===== config.mk =====
export PLATFORM = sky130hd
export DESIGN_NAME = fetch_frontend
export DESIGN_NICKNAME = d
export VERILOG_FILES = /design/src/rtl/fetch_frontend_pkg.sv /design/src/rtl/fetch_frontend_predecode.sv /design/src/rtl/fetch_frontend.sv
export SDC_FILE = /design/constraint.sdc
export NUM_CORES = 1
export LEC_CHECK = 0
export ABC_AREA = 1
export CAP_MARGIN = 10
export CORE_MARGIN = 5
export CORE_UTILIZATION = 35
export CTS_BUF_LIST = sky130_fd_sc_hd__clkbuf_8
export DETAILED_ROUTE_END_ITERATION = 10
export PLACE_DENSITY = 0.79
export SLEW_MARGIN = 20
export SYNTH_ARGS = -nofsm -noshare
export SYNTH_HDL_FRONTEND = slang
export SYNTH_SLANG_ARGS = --single-unit

===== constraint.sdc =====
create_clock -name PHI0 -period 0.8 [get_ports PHI0]
set_input_delay 0.08 -clock PHI0 [delete_from_list [all_inputs] [get_ports PHI0]]
set_output_delay 0.08 -clock PHI0 [all_outputs]
set_load 0.005 [all_outputs]

===== src/rtl/fetch_frontend_pkg.sv =====
// Shared core package for the fetch front end: opcode constants, predecode
// bit patterns (mask/value pairs) and the number of extended timing states.
package fetch_frontend_pkg;

  localparam int unsigned DATA_W        = 8;
  localparam int unsigned T_STATE_COUNT = 4;

  localparam logic [DATA_W-1:0] BRK_OPCODE = 8'h00;

  // IMPLIED: xxxx10x0
  localparam logic [DATA_W-1:0] IMPLIED_MASK  = 8'b0000_1101;
  localparam logic [DATA_W-1:0] IMPLIED_VALUE = 8'b0000_1000;

  // IMM, first form: xxx010x1
  localparam logic [DATA_W-1:0] IMM_A_MASK  = 8'b0001_1101;
  localparam logic [DATA_W-1:0] IMM_A_VALUE = 8'b0000_1001;

  // IMM, second form: 1xx000x0
  localparam logic [DATA_W-1:0] IMM_B_MASK  = 8'b1001_1101;
  localparam logic [DATA_W-1:0] IMM_B_VALUE = 8'b1000_0000;

  // PUSHPULL: IMPLIED with bits 7, 4 and 1 clear (0x08/0x28/0x48/0x68)
  localparam logic [DATA_W-1:0] PUSHPULL_MASK  = 8'b1001_1111;
  localparam logic [DATA_W-1:0] PUSHPULL_VALUE = 8'b0000_1000;

  // True when the masked bits of pd equal value.
  function automatic logic pd_match(input logic [DATA_W-1:0] pd,
                                    input logic [DATA_W-1:0] mask,
                                    input logic [DATA_W-1:0] value);
    return (pd & mask) == value;
  endfunction

endpackage


===== src/rtl/fetch_frontend_predecode.sv =====
// predecode_logic: purely combinational decode of the predecode register.
// Ports:
//   PD         - predecode register contents
//   n_IMPLIED  - 0 when PD holds an implied/accumulator opcode
//   n_TWOCYCLE - 0 when PD holds a two-cycle opcode (immediate, or implied
//                that is not a push/pull)
module predecode_logic
  import fetch_frontend_pkg::*;
(
  input  logic [DATA_W-1:0] PD,
  output logic              n_IMPLIED,
  output logic              n_TWOCYCLE
);

  logic implied;
  logic imm;
  logic pushpull;

  // Pattern matches against the package constants.
  always_comb begin
    implied  = pd_match(PD, IMPLIED_MASK, IMPLIED_VALUE);
    imm      = pd_match(PD, IMM_A_MASK, IMM_A_VALUE)
             | pd_match(PD, IMM_B_MASK, IMM_B_VALUE);
    pushpull = pd_match(PD, PUSHPULL_MASK, PUSHPULL_VALUE);
  end

  assign n_IMPLIED  = ~implied;
  assign n_TWOCYCLE = ~(imm | (implied & ~pushpull));

endmodule


===== src/rtl/fetch_frontend.sv =====
// fetch_frontend: predecode register, instruction register and extended
// timing-state shifter of the opcode fetch path.
// Ports:
//   PHI0       - core clock, rising edge
//   RES        - synchronous active-high reset (overrides everything)
//   DATA       - internal data bus
//   n_ready    - 1 = stall, all state held
//   FETCH      - opcode fetch strobe; Z_IR forces BRK into IR
//   T1, TRES2  - dispatcher timing input and clear of T2..T5
//   PD, IR     - predecode and instruction registers
//   n_IMPLIED, n_TWOCYCLE - combinational predecode of PD
//   T2..T5     - extended timing states (one-hot shift of T1)
module fetch_frontend
  import fetch_frontend_pkg::*;
(
  input  logic              PHI0,
  input  logic              RES,
  input  logic [DATA_W-1:0] DATA,
  input  logic              n_ready,
  input  logic              FETCH,
  input  logic              Z_IR,
  input  logic              T1,
  input  logic              TRES2,
  output logic [DATA_W-1:0] PD,
  output logic [DATA_W-1:0] IR,
  output logic              n_IMPLIED,
  output logic              n_TWOCYCLE,
  output logic              T2,
  output logic              T3,
  output logic              T4,
  output logic              T5
);

  // t_q[0] = T2 ... t_q[3] = T5
  logic [T_STATE_COUNT-1:0] t_q;

  // Predecode register follows the bus whenever the core is not stalled.
  always_ff @(posedge PHI0) begin
    if (RES) begin
      PD <= BRK_OPCODE;
    end else if (!n_ready) begin
      PD <= DATA;
    end
  end

  // Instruction register: latch PD, or inject BRK, on an unstalled fetch.
  always_ff @(posedge PHI0) begin
    if (RES) begin
      IR <= BRK_OPCODE;
    end else if (!n_ready && FETCH) begin
      IR <= Z_IR ? BRK_OPCODE : PD;
    end
  end

  // Timing shifter: TRES2 clears, otherwise T1 enters at T2 and T5 drops off.
  always_ff @(posedge PHI0) begin
    if (RES) begin
      t_q <= '0;
    end else if (!n_ready) begin
      if (TRES2) begin
        t_q <= '0;
      end else begin
        t_q <= {t_q[T_STATE_COUNT-2:0], T1};
      end
    end
  end

  assign T2 = t_q[0];
  assign T3 = t_q[1];
  assign T4 = t_q[2];
  assign T5 = t_q[3];

  predecode_logic u_predecode (
    .PD        (PD),
    .n_IMPLIED (n_IMPLIED),
    .n_TWOCYCLE(n_TWOCYCLE)
  );

endmodule


**Yosys cells after proc, flatten, opt, wreduce, memory -nomap -nowiden**

Cells that the tools add are included.

- Bits in registers: 20
- Logic and storage cells: 17

- Equal/unequal tests: 4
- Muxes and demuxes: 2
- Bitwise gates (word level): 6
- Reduce and logical (&&, ||, !) cells: 2

Operators with widths:

| kind | count |
|---|---|
| 8-bit 2-to-1 mux | 1 |
| 6-bit by 4-bit equality test with 1-bit output, second input constant | 1 |
| 5-bit equality test, second input constant | 1 |
| 4-bit by 3-bit equality test with 1-bit output, second input constant | 1 |
| 4-bit 2-to-1 mux | 1 |
| 3-bit equality test, second input constant | 1 |
| 1-bit NOT | 3 |
| 1-bit bitwise OR | 2 |
| 1-bit AND | 1 |
| 1-bit logical AND | 1 |
| 1-bit logical NOT | 1 |

**Depth between registers and ports, before layout**

- Depth in word-level cells: 5
- Depth in mapped cells: 5

**Modules after synthesis**

Synthesis repeated with hierarchy kept, for this count alone.

- Cell total of the unflattened synthesis: 127
- Area total of the unflattened synthesis: 854.6 um^2

By module, submodules not included:

| module | instances | cells each | area each (um^2) |
|---|---|---|---|
| fetch_frontend | 1 | 113 | 795.8 |
| predecode_logic | 1 | 14 | 58.8 |

**Worst setup path before layout**

No wires, ideal clock.

- Path kind: flip-flop to output port
- From: register PD[0]
- To: output port n_TWOCYCLE
- Data arrival time: 691 ps
- Required time: 720 ps
- Slack: 29 ps
- Stages on the path, launching flop included: 5
- Path buffers: 0
- Path through: dfxtp_1 -> inv_1 -> nand3_1 -> nor2_1 -> nor2_1

- Word-level cells in the longest chain between the ends: 5

Ends and longest elaborated chain:

| item | line | RTL |
|---|---|---|
| start, declared | fetch_frontend.sv:24 | `output logic [DATA_W-1:0] PD,` |
| start signal, assigned | fetch_frontend.sv:40 | `PD <= BRK_OPCODE;` |
| start signal, assigned | fetch_frontend.sv:42 | `PD <= DATA;` |
| 6-bit by 4-bit equality test with 1-bit output | fetch_frontend_pkg.sv:30 | `return (pd & mask) == value;` |
| 1-bit NOT | fetch_frontend_predecode.sv:28 | `assign n_TWOCYCLE = ~(imm \| (implied & ~pushpull));` |
| 1-bit AND | fetch_frontend_predecode.sv:28 |  |
| 1-bit bitwise OR (*) | fetch_frontend_predecode.sv:28 |  |
| 1-bit NOT (*) | fetch_frontend_predecode.sv:28 |  |
| end, declared | fetch_frontend.sv:27 | `output logic n_TWOCYCLE,` |

Mark *: on every way between the ends. The rest lies on a longest branch, timed or not.

**Worst setup path in the final report**

- From: register PD[3]
- To: output port n_TWOCYCLE

The elaborated chain is that of the path after synthesis.

==> summary.txt <==
Global routing
  – Maximum number of pins on one net before global-route repair: 21
  – Aggregate global-route resource usage: 0.155
  – Remaining Overflow, GRT: 0
  – Antenna violations before repair: 0
  – Global-route wire length before repair: 3960 um
  – Number of global-route vias before repair: 937

Cells and area
  – Fraction of layout instances using a drive strength above 1: 0.565
  – Count of non-filler cells in the finished layout: 198
  – Layout Cell Area excl Fill: 0.00158 mm^2
  – Area growth syn-to-layout: 101%
  – Antenna Cells: 0
  – Number of nets in the finished design: 186

Clock tree
  – Number of buffers created by CTS: 3
  – Clock tree buffer depth: 2
  – Clock tree from TritonCTS: yes
  – Number of buffers inserted by hold repair at cts: 0
  – Clock tree root driver cell: clkbuf_8
  – Clock slew at reported path FFs: 0.08 ns
  – Worst-skew pair later-pin latency: 0.26 ns
  – CTS H-tree depth: 1
  – Clock sinks: 20

Routing
  – First-pass detailed-route iteration total: 4
  – Residual DRC: 0
  – Met3 WL: 165 um
  – Met1 Routed Length: 1130 um
  – Number of design-rule violations left by the first detailed-router iteration: 10
  – Antenna violation net count after detailed routing: 0
  – Routed wirelength normalized by instance count: 13.3 um
  – Routed WL: 2630 um
  – Uppermost signal routing layer after detailed routing: met4
  – Via density per instance: 4.79
  – DR vias: 949
  – Routed met2 length: 1290 um

Pwr
  – Leakage Power: 0.704 nW
  – P per Cell Area: 1590 mW/mm^2
  – Maximum ir drop on the vdd rail: 1.18 mV
  – Total power consumption of the routed design: 2.50 mW

Critical path
  – Ordered cell list for the critical path: buf_4 > nand3_2 > nor2_1 > nor2_1 > buf_2
  – Nature of the critical path startpoint: register
  – Endpoint kind of the worst setup timing path: output port
  – Arrival time of data at the critical path endpoint: 1.16 ns
  – Category of the most critical setup path: register to output port
  – Destination of the worst register-to-register timing path: IR[0]
  – Reg2reg path depth: 7
  – Setup crit start: PD[3]
  – CP peak stage delay: 0.37 ns
  – Most common cell on crit path: nor2_1
  – CP Max Fanout: 3
  – Critical register-to-register path startpoint: PD[0]
  – Master of the slowest instance on the critical path: dfxtp_4
  – Worst setup slack for register-to-register paths: -0.21 ns
  – Data required time at the worst endpoint: 0.72 ns

STA
  – Worst relative slew slack: 0.625
  – PnR worst setup slack: -0.444 ns
  – Maximum clock frequency: 804 MHz
  – Total Neg Setup Slack: -2.58 ns
  – Fraction of the cycle the final worst path needs: 1.56
  – Worst Max-Slew Pin Slew: 0.562 ns
  – Worst-case clock skew: 0.00486 ns
  – Total count of max-transition violations in the final report: 0
  – Setup repair after global routing missed its margin: true
  – Minimum clock period: 1.24 ns
  – Final Hold Vio Count: 0
  – Final number of setup-violating endpoints: 16

Placement
  – DP HPWL: 1530 um
  – Placed instance area: 0.00127 mm^2
  – Pre-CTS setup slack: -0.495 ns
  – Count of buffers inserted at the top-level ports: 36
  – Placed instance count: 182
  – Weighted congestion reported at the end of routability-driven placement: 0.686

Status
  – Failing checks: negative setup slack
  – Status: complete, but fails checks

Logic synthesis
  – Synth cell types: 13
  – Synthesized flop and latch total: 20
  – Synthesized Nets: 122
  – Cell count after synthesis: 107
  – Post-synthesis instance area: 783 um^2
  – Synth warn: 0
  – Sequential fraction of the synthesis area: 0.511
  – Mean instance size in the synthesized netlist: 7.32 um^2

Worst hold path
  – Worst hold start: n_ready
  – Sink of the worst hold path: PD[5]
  – Type of the tightest min-delay check: primary input to register
  – Worst Hold Depth: 2

Job
  – Number of maximum-capacitance constraint violations: 0

Floorplanning
  – Initial cell density of the core: 0.361
  – Core region area: 0.00217 mm^2
  – Site row count: 17
  – Die extent in y: 57.3 um
  – Width of the chip: 57.3 um
  – Number of top-level pins: 37
  – Die area: 0.00328 mm^2
-- power breakdown --
part | internal, mW | switching [mW]
sequential | 1.06 | 0.0462
combinational | 0.365 | 0.255
clock | 0.438 | 0.341
-- layout by cell type (no fill, tap or decap), types with 2 or more instances in the layout --
cell type / instances
buf_4: 8
clkbuf_8: 4
buf_6: 32
inv_2: 2
buf_2: 7
dfxtp_2: 18
a21oi_2: 3
a21oi_1: 10
nand2_1: 10
o21ai_0: 8
nor2_1: 22
inv_4: 5
nor2_2: 4
o21ai_1: 7
inv_1: 3
clkdlybuf4s50_1: 11
dlygate4sd2_1: 2
nor2_4: 4
dfxtp_4: 2
-- critical path, delay by kind of cell, from the launching register on --
family	cells	cell delay, ns
buffers and inverters	2	0.27
DFF	1	0.37
and+or+nand+nor	3	0.26
-- layout make-up --
class / instances / area (um^2)
fillers: 163 / 592
flip-flops and latches: 20 / 430
clock buffers: 4 / 55.1
inverters: 11 / 58.8
well taps: 28 / 35.0
repair inverters: 1 / 5.00
repair buffers: 62 / 616
multi-input cells: 72 / 378
-- synth_stat cells (all sizes together) --
cell | number | area share
nand3 | 1 | 0.0064
buf | 3 | 0.034
clkbuf | 1 | 0.0064
inv | 11 | 0.053
dfxtp | 20 | 0.51
a21oi | 13 | 0.083
nand2 | 12 | 0.061
nor2 | 30 | 0.14
o21ai | 16 | 0.10
-- worst max path at each step --
stage	to	slack, ns	cells after the start
2_1_floorplan	n_TWOCYCLE	0.03	4
4_1_cts	n_TWOCYCLE	-0.38	6
3_5_place_dp	t_q[3]	-0.49	5
3_3_place_gp	n_TWOCYCLE	-0.44	6
5_1_grt	n_TWOCYCLE	-0.49	5
6_report	n_TWOCYCLE	-0.44	5
-- metrics by stage --
stage                util  hold slack (ns)
global placement    0.587            0.456
finish              0.727            0.220
global route        0.727            0.236
detailed placement  0.587            0.468
floorplan               -            0.149
CTS                 0.656            0.221
-- registers in the layout, indices dropped and copies added (netlist names) --
register  cells
PD            8
IR            8
t_q           4
-- layer usage --
layer  GRT usage  vias up
met1       0.168      441
met4      0.0629        0
met5           0        -
met2       0.261       33
met3      0.0724        5
li1            -      470
-- cells by family (layout without fill, tap and decap cells) --
family                 count (synthesis)  after routing  share of synthesized area
buffers and inverters                 15             78                     0.0926
AO/OA/AOI/OAI                         29             29                      0.185
AND/OR/NAND/NOR                       43             43                      0.211
flip-flops                            20             20                      0.511
-- repair_timing --
| action | CTS | global route |
|---|---|---|
| gates resized for setup | 151 | 38 |
| setup buffers | 11 | 9 |
| pin swaps | 12 | 16 |
| endpoints found under the setup margin | 39 | 37 |
| cloned | 0 | 1 |
Power figures use the tool's default switching activity.
